--- src/rtl/bullcow_entry.sv ---
// Player digit entry for Bulls & Cows: collects digits, checks them, offers the number on valid/ready.
// Latency: last digit strobe at cycle N -> number_valid at N+2. Backpressure: the offer holds until number_ready.
// Optional backspace input del_stb when BULLCOW_ENTRY_BACKSPACE_EN is defined.
module bullcow_entry #(
  parameter int NUM_DIGITS = 4,
  parameter int DIGIT_MAX  = 9,
  parameter bit UNIQUE     = 1'b1
) (
  input  logic                        clock,
  input  logic                        reset,
  input  logic [3:0]                  digit_in,
  input  logic                        digit_stb,
  input  logic                        clear_stb,
`ifdef BULLCOW_ENTRY_BACKSPACE_EN
  input  logic                        del_stb,
`endif
  output logic [NUM_DIGITS-1:0][3:0]  number_out,
  output logic                        number_valid,
  input  logic                        number_ready,
  output logic                        reject,
  output logic [2:0]                  digit_count
);

  typedef enum logic [1:0] {COLLECT, CHECK, OFFER} state_t;

  localparam logic [2:0] LAST_IDX = 3'(NUM_DIGITS - 1);

  state_t                       state;
  logic [NUM_DIGITS-1:0][3:0]   num_buf;
  logic                         dup;
  logic                         digit_ok;
  logic                         del_req;

`ifdef BULLCOW_ENTRY_BACKSPACE_EN
  assign del_req = del_stb;
`else
  assign del_req = 1'b0;
`endif

  assign digit_ok   = (digit_in <= 4'(DIGIT_MAX));
  assign number_out = num_buf;

  // Duplicate search works only on the registered buffer, so it is stable throughout CHECK.
  always_comb begin
    dup = 1'b0;
    for (int i = 0; i < NUM_DIGITS; i++) begin
      for (int j = i + 1; j < NUM_DIGITS; j++) begin
        if (num_buf[i] == num_buf[j]) dup = 1'b1;
      end
    end
  end

  always_ff @(posedge clock or negedge reset) begin
    if (!reset) begin
      state        <= COLLECT;
      num_buf      <= '0;
      number_valid <= 1'b0;
      reject       <= 1'b0;
      digit_count  <= 3'd0;
    end else begin
      reject <= 1'b0;
      case (state)
        COLLECT: begin
          if (clear_stb) begin
            num_buf     <= '0;
            digit_count <= 3'd0;
          end else if (del_req) begin
            if (digit_count != 3'd0) begin
              num_buf     <= {4'h0, num_buf[NUM_DIGITS-1:1]};
              digit_count <= digit_count - 3'd1;
            end
          end else if (digit_stb) begin
            if (digit_ok) begin
              num_buf     <= {num_buf[NUM_DIGITS-2:0], digit_in};
              digit_count <= digit_count + 3'd1;
              if (digit_count == LAST_IDX) state <= CHECK;
            end else begin
              reject <= 1'b1;
            end
          end
        end
        CHECK: begin
          if (UNIQUE && dup) begin
            reject      <= 1'b1;
            num_buf     <= '0;
            digit_count <= 3'd0;
            state       <= COLLECT;
          end else begin
            number_valid <= 1'b1;
            state        <= OFFER;
          end
        end
        OFFER: begin
          // The offer is never withdrawn; only a transfer leaves this state.
          if (number_ready) begin
            number_valid <= 1'b0;
            num_buf      <= '0;
            digit_count  <= 3'd0;
            state        <= COLLECT;
          end
        end
        default: state <= COLLECT;
      endcase
    end
  end

endmodule

--- config.mk ---
export PLATFORM = sky130hd
export DESIGN_NAME = bullcow_entry
export DESIGN_NICKNAME = d
export VERILOG_FILES = /design/src/rtl/bullcow_entry.sv
export SDC_FILE = /design/constraint.sdc
export NUM_CORES = 1
export LEC_CHECK = 0
export BUFFER_PORTS_ARGS = -buffer_cell sky130_fd_sc_hd__buf_2
export CAP_MARGIN = 10
export CORE_UTILIZATION = 45
export DETAILED_ROUTE_END_ITERATION = 10
export PLACE_DENSITY = 0.67
export SKIP_CTS_REPAIR_TIMING = 1
export SLEW_MARGIN = 5
export SYNTH_ARGS = -nofsm -noshare
export SYNTH_HDL_FRONTEND = slang
export SYNTH_SLANG_ARGS = --single-unit
export TNS_END_PERCENT = 20
--- constraint.sdc ---
create_clock -name clock -period 2.2 [get_ports clock]
set_input_delay 0.22 -clock clock [delete_from_list [all_inputs] [get_ports clock]]
set_output_delay 0.22 -clock clock [all_outputs]
set_load 0.005 [all_outputs]
Yosys cells after proc, flatten, opt, wreduce, memory -nomap -nowiden
Index checks and enable logic that the tools add are counted.

storage, ports and cells
  bits in registers = 23
  bits of input ports = 9
  output and inout bits = 21

operators by class
  $lt $le $gt $ge = 1
  reduce and logical (&&, ||, !) cells = 6
  eq/ne operators = 18
  add/sub/neg operators = 1
  muxes and demuxes = 33

operators by type and width
  operator             number
  $mux 16              5
  $pmux 16 s3          1
  $eq 4x4->1           6
  $mux 3               5
  $ne 2x2->1 const B   7
  $mux 1               12
  $mux 2               6
  $reduce_and 5->1     2
  $pmux 3 s3           1
  $ne 3x3->1 const B   2
  $pmux 2 s3           1
  $le 4x4->1 const B   1
  $pmux 1 s2           2
  $add 3x1->3 const B  1
  $eq 3x2->1 const B   1
  $reduce_and 3->1     1
  $reduce_bool 3->1    1
  $eq 2x1->1 const B   1
  $eq 2x2->1 const B   1
  $logic_not 2->1      1
  $reduce_bool 2->1    1

Longest topological paths before layout
  depth in word-level cells = 9
  depth in mapped cells = 8
  depth with buffers taken out = 7

Worst setup path before layout
No wires, ideal clock.

  path type = reg-to-reg
  start point = register num_buf, in the netlist number_out[1]
  end point = register digit_count[0]
  arrival = 1.783 ns
  slack = 0.292 ns
  stages on the path, launching flop included = 8
  period minus slack after synthesis = 1.908 ns
  cells stage by stage = dfrtp_1 -> buf_2 -> xor2_1 -> nor4_1 -> nor4_2 -> a31oi_1 -> buf_6 -> mux2_4

on the way
  longest elaborated chain between the ends = 9
  elaborated cells on any way between the ends = 11
  classes of those cells = 4 x eq/ne; 6 x mux; 1 x reduce/logical

RTL lines
  item                          line  RTL
  from (decl)                   29    logic [NUM_DIGITS-1:0][3:0] num_buf;
  from (signal assigned)        69    num_buf <= {4'h0, num_buf[NUM_DIGITS-1:1]};
  from (signal assigned)        74    num_buf <= {num_buf[NUM_DIGITS-2:0], digit_in};
  $eq 4x4->1                    48    if (num_buf[i] == num_buf[j]) dup = 1'b1;
  $mux 1 (2 in series)          48
  $mux 1 * (4 in series)        48
  $ne 2x2->1 (no line) *        -
  $reduce_and 5->1 (no line) *  -
  to (signal assigned)          70    digit_count <= digit_count - 3'd1;
  to (signal assigned)          75    digit_count <= digit_count + 3'd1;
  to (decl)                     21    output logic [2:0] digit_count

Every way passes the cells marked *; elsewhere a longest branch is shown, timed or not.
A chain may end at the register's enable or synchronous reset.

Worst setup path after layout
  start point = register num_buf, in the netlist number_out[5]
  end point = register digit_count[2]

on the way
  longest elaborated chain between the ends = 9
  elaborated cells on any way between the ends = 11
  classes of those cells = 4 x eq/ne; 6 x mux; 1 x reduce/logical

RTL lines
  item                          line
  $eq 4x4->1                    48
  $mux 1 (4 in series)          48
  $mux 1 * (2 in series)        48
  $ne 2x2->1 (no line) *        -
  $reduce_and 5->1 (no line) *  -

Marks and branches as above.

==> results_dict.tcl <==
set metrics [dict create \
    status "complete, no violations" \
    maxCapViolations 0 \
    cp_slowest_stage_delay_ns 0.49 \
    dr.pass1.iters 4 \
    rsz0062_at_grt "no" \
    dieArea_um2 3537 \
    tns_ns 0 \
    area_growth_syn_to_layout_pct 14.65 \
    path_clk_slew_ns 0.14 \
    final.min_clock_period_ns 2.103 \
    crit_slowest_cell "dfrtp_1" \
    grt_overflow 0 \
    final_common_cell "buf_2" \
    grt_pass1_wl_um 4878 \
    drt_iter0_drc 22 \
    die_y_um 59.48 \
    cts_buffers 3 \
    startpoint_type "flip-flop" \
    rows 20 \
    grtUsageMet2 0.3323 \
    nets 192 \
    slew_violations 0 \
    cp_cell_sequence "xor2_1 > nor4_1 > nor4_2 > a31oi_2 > buf_12 > mux2_4" \
    required_ns 2.42 \
    syn_inst 149 \
    routabilityCongestion 0.7860 \
    io_buffers 29 \
    synth-seq-area-share 0.3872 \
    setup_viol 0 \
    layout-drive-gt1-share 0.2557 \
    grt-busiest-layer "met2" \
    cts_max_level 1 \
    fin_total_pwr_w 0.001435 \
    grt_max_degree 24 \
    antennaDiodeCount 0 \
    path_class "reg2reg" \
    ys_ff_latch 23 \
    synth_nets 164 \
    ir_drop_mv 0.3588 \
    viasPerCell 4.959 \
    syn_avg_cell_area_um2 9.976 \
    die_x_um 59.48 \
    core-area_um2 3103 \
    clockBufferDepth 2 \
    clock-sinks 23 \
    p_leak_nw 0.9618 \
    max_freq_mhz 475.5 \
    seq_area_um2 575.6 \
    crit_fanout 8 \
    hold_viol 0 \
    fin_crit_sh 0.9560 \
    grt_usage 0.1851 \
    synth_cell_type_count 30 \
    holdCritPathClass "in2reg" \
    postRouteAntennaNets 0 \
    clk_latency_ns 0.32 \
    yosys_warnings 0 \
    max_slew_margin 0.6615 \
    worstMarginPinSlew_ns 0.5077 \
    grt_antenna_before_repair 0 \
    power_density_nw_per_um2 842.3 \
    vias 1091 \
    synth_ff_type "dfrtp_1" \
    grtUsageMet1 0.2335 \
    wire_per_inst_um 13.31 \
    cp_data_arrival_time_ns 2.32 \
    drc 0 \
    multiInputGateArea_um2 767.0 \
    cp-end-kind "flip-flop" \
    synth_edf_count 0 \
    async_reset_ff_frac 1.000 \
    fillerInstances 315 \
    cts_tree "done" \
    cts_root_buffer "clkbuf_4" \
    final_cell_mix "29 x buf_2, 23 x dfrtp_1, 21 x inv_1, 20 x xor2_1, 19 x nand2_1" \
    met3_usage 0.03275 \
    start_util 0.4790 \
    fin_worst_skew_ns 0.01732 \
    drt_wl_total_um 2928 \
    hpwl_um 2275 \
    synth_area_um2 1486 \
    pin_count 30 \
    grt_pass1_vias 1039 \
]
final timing paths:
| kind | from | endpoint | slack (ns) | cells after the start |
|---|---|---|---|---|
| max | number_out[5]$_DFFE_PN0P_ | digit_count[2]$_DFFE_PN0P_ | 0.1 | 6 |
| min in group asynchronous | reset | digit_count[0]$_DFFE_PN0P_ | 0.38 | 2 |
| max reg2reg | number_out[5]$_DFFE_PN0P_ | digit_count[2]$_DFFE_PN0P_ | 0.1 | 6 |
| max in group asynchronous | reset | number_out[13]$_DFFE_PN0P_ | 1.46 | 2 |
| min reg2reg | number_valid$_DFFE_PN0P_ | number_valid$_DFFE_PN0P_ | 0.57 | 1 |
| min | digit_in[0] | number_out[0]$_DFFE_PN0P_ | 0.13 | 3 |
per-layer routing:
layer	up-vias	wire length, um	share of wire
met4	0	14	0.0048
met2	30	1437	0.49
met3	2	132	0.045
li1	536	-	-
met5	-	0	0
met1	523	1343	0.46
area by class of cell:
| cell class | count | share of cell area |
|---|---|---|
| Multi-Input combinational cell | 94 | 0.4501 |
| Clock buffer | 4 | 0.01542 |
| Inverter | 21 | 0.04626 |
| Timing Repair Buffer | 34 | 0.1182 |
| Sequential cell | 23 | 0.3377 |
| Tap cell | 44 | 0.03231 |
metrics by stage:
stage	instance area, um2	worst slack, ns	hold slack (ns)	utilization	std cells
5_1_grt	1704	0.02938	0.1151	0.5492	220
3_5_place_dp	1645	0.08467	0.2231	0.5302	215
4_1_cts	1672	0.04264	-0.1353	0.5387	219
2_1_floorplan	1486	0.2924	-0.07559	-	149
6_report	1704	0.09691	0.1325	0.5492	220
3_3_place_gp	1645	0.1769	0.2181	0.5302	215
synth_stat cells (3+ instances only):
| cell | instances | area share |
|---|---|---|
| buf_2 | 5 | 0.017 |
| buf_6 | 3 | 0.023 |
| dfrtp_1 | 23 | 0.39 |
| ha_1 | 6 | 0.051 |
| inv_1 | 21 | 0.053 |
| mux2i_1 | 17 | 0.11 |
| nand2_1 | 19 | 0.048 |
| nor2_1 | 4 | 0.010 |
| nor4_1 | 5 | 0.021 |
| xnor2_1 | 4 | 0.024 |
| xor2_1 | 20 | 0.12 |
power breakdown:
group	internal (W)	switching [W]
Clock	0.0000708	0.000128
Sequential	0.000503	0.000123
Combinational	0.000307	0.000303
Total	0.000881	0.000555
critical path, delay by kind of cell, from the launching register on:
family / cells / cell delay, ns
xor+xnor: 1 / 0.19
buf+inv: 1 / 0.17
mux: 1 / 0.30
compound gates: 1 / 0.31
flops: 1 / 0.49
simple gates: 2 / 0.54
state kept, by name, summed over array words and instances, names as in the netlist:
register	cells
state	2
number_out	16
digit_count	3
number_valid	1
reject	1
cells by family after synthesis:
group,synth area share
AO/OA/AOI/OAI,0.05388
buffers and inverters,0.1136
AND/OR/NAND/NOR,0.1187
adder cells (fa/ha/maj),0.05050
XOR/XNOR,0.1414
multiplexers,0.1347
flip-flops,0.3872
(Power assumes the default switching activity.)
